## src/rtl/branch_predict_ctrl_if.sv

```systemverilog
// branch_predict_ctrl_if: IF/EX/maintenance signals between the pipeline and the branch predictor
interface branch_predict_ctrl_if #(parameter int XLEN = 32);
   logic            pred_en;
   logic [XLEN-1:0] if_pc;
   logic            pred_taken;
   logic [XLEN-1:0] pred_target;
   logic            ex_valid;
   logic            ex_is_br;
   logic [XLEN-1:0] ex_pc;
   logic            ex_taken;
   logic [XLEN-1:0] ex_target;
   logic            ex_pred_taken;
   logic [XLEN-1:0] ex_pred_target;
   logic            redirect;
   logic [XLEN-1:0] redirect_pc;
   logic            inv_req;
   logic            busy;
   logic [31:0]     br_cnt;
   logic [31:0]     mis_cnt;
   modport master (
      output pred_en, if_pc, ex_valid, ex_is_br, ex_pc, ex_taken, ex_target,
             ex_pred_taken, ex_pred_target, inv_req,
      input  pred_taken, pred_target, redirect, redirect_pc, busy, br_cnt, mis_cnt
   );
   modport slave (
      input  pred_en, if_pc, ex_valid, ex_is_br, ex_pc, ex_taken, ex_target,
             ex_pred_taken, ex_pred_target, inv_req,
      output pred_taken, pred_target, redirect, redirect_pc, busy, br_cnt, mis_cnt
   );
endinterface

```

## src/rtl/branch_predict_ctrl.sv

```systemverilog
// branch_predict_ctrl: direct-mapped BTB with 2-bit counters, EX-side redirect and sweep invalidation
module branch_predict_ctrl #(
   parameter int IDX_W = 4,
   parameter int XLEN  = 32
) (
   input logic                 clk,
   input logic                 rst_n,
   branch_predict_ctrl_if.slave bus
);
   localparam int N = 1 << IDX_W;
   localparam int TAG_W = XLEN - IDX_W - 2;
   localparam logic IDLE  = 1'b0;
   localparam logic SWEEP = 1'b1;
   logic             state;
   logic [IDX_W-1:0] idx;
   logic [N-1:0]     valid;
   logic [TAG_W-1:0] tag [N];
   logic [XLEN-1:0]  tgt [N];
   logic [1:0]       ctr [N];
   logic [IDX_W-1:0] fi, ei;
   logic             hit, ehit, res, trn;
   logic             unused_pc_lsbs;
   assign unused_pc_lsbs = ^{bus.if_pc[1:0], bus.ex_pc[1:0]};
   assign fi   = bus.if_pc[IDX_W+1:2];
   assign ei   = bus.ex_pc[IDX_W+1:2];
   assign hit  = valid[fi] && tag[fi] == bus.if_pc[XLEN-1:IDX_W+2];
   assign ehit = valid[ei] && tag[ei] == bus.ex_pc[XLEN-1:IDX_W+2];
   assign bus.busy        = state == SWEEP;
   assign bus.pred_taken  = bus.pred_en && !bus.busy && hit && ctr[fi][1];
   assign bus.pred_target = bus.pred_taken ? tgt[fi] : bus.if_pc + XLEN'(4);
   assign res = bus.ex_valid && bus.ex_is_br;
   assign trn = res && bus.pred_en && !bus.busy;
   assign bus.redirect = res && (bus.ex_taken != bus.ex_pred_taken ||
                                 (bus.ex_taken && bus.ex_target != bus.ex_pred_target));
   assign bus.redirect_pc = bus.ex_taken ? bus.ex_target : bus.ex_pc + XLEN'(4);
   always_ff @(posedge clk or negedge rst_n) begin
      if (!rst_n) begin
         state       <= IDLE;
         idx         <= '0;
         valid       <= '0;
         for (int i = 0; i < N; i++) ctr[i] <= 2'b01;
         bus.br_cnt  <= '0;
         bus.mis_cnt <= '0;
      end else begin
         if (state == IDLE && bus.inv_req) begin
            state <= SWEEP;
            idx   <= '0;
         end
         if (bus.busy) begin
            valid[idx] <= 1'b0;
            ctr[idx]   <= 2'b01;
            idx        <= idx + 1'b1;
            if (&idx) state <= IDLE;
         end
         // training never overlaps the sweep, so the two array writers cannot collide
         if (trn && ehit)
            ctr[ei] <= bus.ex_taken ? (ctr[ei] == 2'b11 ? 2'b11 : ctr[ei] + 2'b01)
                                    : (ctr[ei] == 2'b00 ? 2'b00 : ctr[ei] - 2'b01);
         else if (trn && bus.ex_taken) begin
            valid[ei] <= 1'b1;
            ctr[ei]   <= 2'b10;
         end
         bus.br_cnt  <= bus.br_cnt + {31'b0, res};
         bus.mis_cnt <= bus.mis_cnt + {31'b0, bus.redirect};
      end
   end
   always_ff @(posedge clk) begin
      if (trn && bus.ex_taken) begin
         tag[ei] <= bus.ex_pc[XLEN-1:IDX_W+2];
         tgt[ei] <= bus.ex_target;
      end
   end
endmodule

```

## src/flat_wrapper.sv

```systemverilog
// flat-port wrapper written by rule: the top's interface ports become plain ports
module branch_predict_ctrl_flat 
#(
   parameter int IDX_W = 4,
   parameter int XLEN  = 32
)
  (clk, rst_n, bus_pred_en, bus_if_pc, bus_ex_valid, bus_ex_is_br, bus_ex_pc, bus_ex_taken, bus_ex_target, bus_ex_pred_taken, bus_ex_pred_target, bus_inv_req, bus_pred_taken, bus_pred_target, bus_redirect, bus_redirect_pc, bus_busy, bus_br_cnt, bus_mis_cnt);
  branch_predict_ctrl_if #(.XLEN(XLEN)) bus_i ();
  input logic clk;
  input logic rst_n;
  input wire logic [$bits(bus_i.pred_en)-1:0] bus_pred_en;
  input wire logic [$bits(bus_i.if_pc)-1:0] bus_if_pc;
  input wire logic [$bits(bus_i.ex_valid)-1:0] bus_ex_valid;
  input wire logic [$bits(bus_i.ex_is_br)-1:0] bus_ex_is_br;
  input wire logic [$bits(bus_i.ex_pc)-1:0] bus_ex_pc;
  input wire logic [$bits(bus_i.ex_taken)-1:0] bus_ex_taken;
  input wire logic [$bits(bus_i.ex_target)-1:0] bus_ex_target;
  input wire logic [$bits(bus_i.ex_pred_taken)-1:0] bus_ex_pred_taken;
  input wire logic [$bits(bus_i.ex_pred_target)-1:0] bus_ex_pred_target;
  input wire logic [$bits(bus_i.inv_req)-1:0] bus_inv_req;
  output wire logic [$bits(bus_i.pred_taken)-1:0] bus_pred_taken;
  output wire logic [$bits(bus_i.pred_target)-1:0] bus_pred_target;
  output wire logic [$bits(bus_i.redirect)-1:0] bus_redirect;
  output wire logic [$bits(bus_i.redirect_pc)-1:0] bus_redirect_pc;
  output wire logic [$bits(bus_i.busy)-1:0] bus_busy;
  output wire logic [$bits(bus_i.br_cnt)-1:0] bus_br_cnt;
  output wire logic [$bits(bus_i.mis_cnt)-1:0] bus_mis_cnt;
  assign bus_i.pred_en = bus_pred_en;
  assign bus_i.if_pc = bus_if_pc;
  assign bus_i.ex_valid = bus_ex_valid;
  assign bus_i.ex_is_br = bus_ex_is_br;
  assign bus_i.ex_pc = bus_ex_pc;
  assign bus_i.ex_taken = bus_ex_taken;
  assign bus_i.ex_target = bus_ex_target;
  assign bus_i.ex_pred_taken = bus_ex_pred_taken;
  assign bus_i.ex_pred_target = bus_ex_pred_target;
  assign bus_i.inv_req = bus_inv_req;
  assign bus_pred_taken = bus_i.pred_taken;
  assign bus_pred_target = bus_i.pred_target;
  assign bus_redirect = bus_i.redirect;
  assign bus_redirect_pc = bus_i.redirect_pc;
  assign bus_busy = bus_i.busy;
  assign bus_br_cnt = bus_i.br_cnt;
  assign bus_mis_cnt = bus_i.mis_cnt;
  branch_predict_ctrl #(.IDX_W(IDX_W), .XLEN(XLEN)) u_core (.clk(clk), .rst_n(rst_n), .bus(bus_i));
endmodule
```

## config.mk

```make
export PLATFORM = sky130hd
export DESIGN_NAME = branch_predict_ctrl_flat
export DESIGN_NICKNAME = d
export VERILOG_FILES = /design/src/rtl/branch_predict_ctrl_if.sv /design/src/rtl/branch_predict_ctrl.sv /design/src/flat_wrapper.sv
export SDC_FILE = /design/constraint.sdc
export NUM_CORES = 2
export LEC_CHECK = 0
export BUFFER_PORTS_ARGS = -buffer_cell sky130_fd_sc_hd__buf_2
export CAP_MARGIN = 20
export CORE_AREA = 2 2 284 286
export CTS_BUF_LIST = sky130_fd_sc_hd__clkbuf_8
export CTS_CLUSTER_SIZE = 8
export DETAILED_ROUTE_END_ITERATION = 10
export DIE_AREA = 0 0 286 288
export PLACE_DENSITY = 0.81
export SLEW_MARGIN = 20
export SYNTH_ARGS = -nofsm -noshare
export SYNTH_HDL_FRONTEND = slang
export SYNTH_SLANG_ARGS = --single-unit
```

## constraint.sdc

```tcl
create_clock -name clk -period 4.3 [get_ports clk]
set_clock_uncertainty 0.2 [all_clocks]
set_input_delay 0.215 -clock clk [delete_from_list [all_inputs] [get_ports clk]]
set_output_delay 0.215 -clock clk [all_outputs]
set_load 0.01 [all_outputs]
```

==> summary.md <==
| Metric | Value |
|---|---|
| P_int | `15.95 mW` |
| Critical path capture point type | `output port` |
| Critical setup path kind | `register to output port` |
| Post-synth cell types | `72` |
| Synthesized Nets | `2835` |
| Worst R2R End | `u_core.ctr[11]` |
| Slew margin rel. | `23.18%` |
| H-tree Lvls | `4` |
| RSZ-0062 raised after global routing | `true` |
| Initial drt markers | `5026` |
| Switch share | `25.66%` |
| Vias per cell | `7.053` |
| Min Hold Slack | `0.05246 ns` |
| Post-Route WL | `145000 µm` |
| Failing checks | `negative setup slack` |
| Fin crit share | `105.6%` |
| GPL Wtd Cong | `1.006` |
| Top cells by area, synth | `edfxtp_1 (59%), mux4_2 (17%), dfrtp_1 (5.4%)` |
| WP data arrival | `4.13 ns` |
| Site Rows | `104` |
| Comb pwr share | `11.2%` |
| Full die area | `0.08237 mm²` |
| IO buf count | `266` |
| Placeable Area | `0.07964 mm²` |
| Syn avg cell area | `17.58 µm²` |
| Seq pwr share | `53.6%` |
| Hold Path Class | `input pin to register` |
| Worst reg-to-reg path cell count | `9` |
| Max-Cap Viols | `0` |
| Count leader, synth | `edfxtp_1` |
| Fin crit period | `4.540 ns` |
| CTS max path bufs | `3` |
| Post-synthesis cell count | `2686` |
| Post-synthesis sequential area ratio | `65.25%` |
| Share of layout cells above drive strength 1 | `32.44%` |
| Drt pass-1 iters | `9` |
| GRT Total Usage | `35.50%` |
| HP Start | `bus_pred_en` |
| Synth Warn # | `0` |
| Worst-path fanout max | `8` |
| Detailed placement HPWL | `91890 µm` |
| Syn-to-layout area delta | `15.15%` |
| Placed cell count | `3981` |
| Post-Syn Area | `0.04723 mm²` |
| CP Launch Type | `register` |
| Worst-path clk slew | `0.06 ns` |
| Top cells by count, synth | `edfxtp_1 (928), mux4_2 (359), nand2_1 (168), xnor2_1 (123), mux2i_1 (115)` |
| Clk root buf | `clkbuf_8` |
| Clock Latency Late Sink | `0.85 ns` |
| Initial antenna violation count | `14` |
| Post-synth ARST share | `11.20%` |
| Fmax | `220.3 MHz` |
| Post-place setup slack | `0.2381 ns` |
| Detailed-route via count | `30591` |
| Worst-Margin Slew | `1.142 ns` |
| # fillers | `4994` |
| Non-Filler Instances | `4337` |
| Setup ws final | `-0.2403 ns` |
| Cell taking the most area after synthesis | `edfxtp_1` |
| Largest net degree at the start of global routing | `108` |
| Global-route wire length before repair | `207300 µm` |
| Total gr overflow | `0` |
| Slew Limit Fails | `0` |
| Endpoints failing setup | `32` |
| Initial core utilization | `59.30%` |
| R2R Setup Slk | `0.36 ns` |
| Final hold violation count | `0` |
| Hold-critical path endpoint | `u_core.valid[11]` |
| Total power | `21.45 mW` |
| # clock sinks | `1045` |
| Worst Hold Depth | `5` |
| Max VDD drop | `0.0003633 V` |
| Post-synth EDFFs | `928` |
| Synth top area share | `59.00%` |
| Vias in the first global route | `30614` |
| Die Span X | `286 µm` |
| #FFs+latches synth | `1045` |
| I/O pins | `267` |
| Power share of the clock group | `35.2%` |
| Main synth FF type | `edfxtp_1` |
| Power per standard cell area | `394.5 mW/mm²` |
| Leak | `19.23 nW` |
| Psw | `5.504 mW` |
| WL/cell | `33.43 µm` |
| Worst Path Required | `3.88 ns` |
| FF-to-FF Start | `u_core.tag[6][8]` |
| Die height | `288 µm` |
| Final ANT Viol Nets | `0` |
| CTS tree | `done` |
| TritonCTS Buffers | `165` |
| Nets | `3311` |
| Drt drc | `0` |
| Status | `finished, violations left` |
per-layer routing:
layer | global-route usage [%] | routed length [µm] | part of all wire, % | vias up
met5 | 0 | 38 | 0.026 | -
met4 | 20.01 | 8843 | 6.1 | 6
met3 | 12.88 | 21730 | 15 | 599
met2 | 52.97 | 65940 | 45 | 2827
met1 | 45.56 | 48420 | 33 | 15323
li1 | - | - | - | 11836
state kept, by name, indices dropped and copies added (netlist names):
| register | flops |
|---|---|
| u_core.bus.br_cnt | 32 |
| u_core.valid | 16 |
| u_core.tgt | 512 |
| u_core.bus.mis_cnt | 32 |
| u_core.tag | 416 |
| u_core.bus.busy | 1 |
| u_core.ctr | 32 |
| u_core.idx | 4 |
worst max-delay path, stage by stage (launching register included):
cell and delay [ns]:
edfxtp_1 0.41, mux4_2 0.50, mux2i_1 0.37, o21ai_0 0.19, a2111oi_2 0.41, o2bb2ai_1 0.18
nor4b_4 0.31, nand3_4 0.23, buf_12 0.23, mux2_4 0.32, buf_6 0.13
layout by cell type (no fill, tap or decap), drive strengths merged, types with 40 or more instances in the layout:
| master | n |
|---|---|
| edfxtp | 928 |
| buf | 398 |
| mux4 | 359 |
| clkbuf | 173 |
| nand2 | 168 |
| xnor2 | 123 |
| mux2i | 115 |
| inv | 103 |
| dfrtp | 101 |
| o21ai | 93 |
| nand3 | 79 |
| dlygate4sd3 | 67 |
| xor2 | 64 |
| nor2 | 55 |
| clkinv | 53 |
| mux2 | 42 |
| a21oi | 40 |
cell type report:
class                           instances  area, µm²  area share, %
Clock inverter                         98      504.2         0.9272
Clock buffer                          171       2354          4.328
Sequential cell                      1045      30810          56.66
Timing Repair Buffer                  467       3577          6.578
Tap cell                             1060       1326          2.439
Inverter                               59      241.5         0.4440
Multi-Input combinational cell       1424      15530          28.56
Antenna cell                           13      32.53        0.05982
stage by stage:
stage                     utilization [%]  setup TNS, ns  cell area, µm²
after floorplan                         -              0           47230
after global placement              63.30              0           50410
after detailed placement            63.30              0           50410
after CTS                           68.10         -3.657           54240
after global routing                68.27         -8.378           54370
final                               68.29         -6.631           54380
logic make-up (layout without fill, tap and decap cells):
logic type | Yosys count | in the layout | share of synthesized area, %
other | 0 | 13 | 0
AOI/OAI and AO/OA | 262 | 262 | 3.603
muxes | 516 | 516 | 20.56
xor gates and xnor gates | 187 | 187 | 3.468
DFF | 1045 | 1045 | 65.25
buffers and inverters | 217 | 795 | 2.096
and+or+nand+nor | 444 | 444 | 4.642
adders and majority gates | 15 | 15 | 0.3868
power groups by stage:
| stage | clock [mW] | sequential [mW] | combinational [mW] |
|---|---|---|---|
| floorplan | 0 | 11.7 | 1.29 |
| global placement | 0 | 11.7 | 2.19 |
| detailed placement | 0 | 11.7 | 2.24 |
| CTS | 7.58 | 11.5 | 2.33 |
| global route | 8.01 | 11.5 | 2.53 |
| finish | 7.55 | 11.5 | 2.41 |
what timing repair did:
action | in CTS | in global routing
pin swaps | 0 | 6
hold buffers | 68 | 0
setup buffers | 2 | 4
setup endpoints to repair | 32 | 34
cloned | 1 | 1
hold endpoints to repair | 1019 | 0
resized for setup | 42 | 12
worst max path at each step:
stage                                   from                  end  slack (ns)  cells past startpoint
after floorplan                 bus_if_pc[2]  bus_pred_target[26]        0.40                     10
after global placement          bus_if_pc[2]   bus_pred_target[2]        0.32                     11
after detailed placement        bus_ex_pc[2]       u_core.ctr[11]        0.24                     11
after CTS                  u_core.tag[11][8]   bus_pred_target[5]       -0.15                     11
after global routing      u_core.tag[14][21]   bus_pred_target[2]       -0.29                     10
final                     u_core.tag[12][21]   bus_pred_target[2]       -0.24                     10
(Power assumes the default switching activity.)
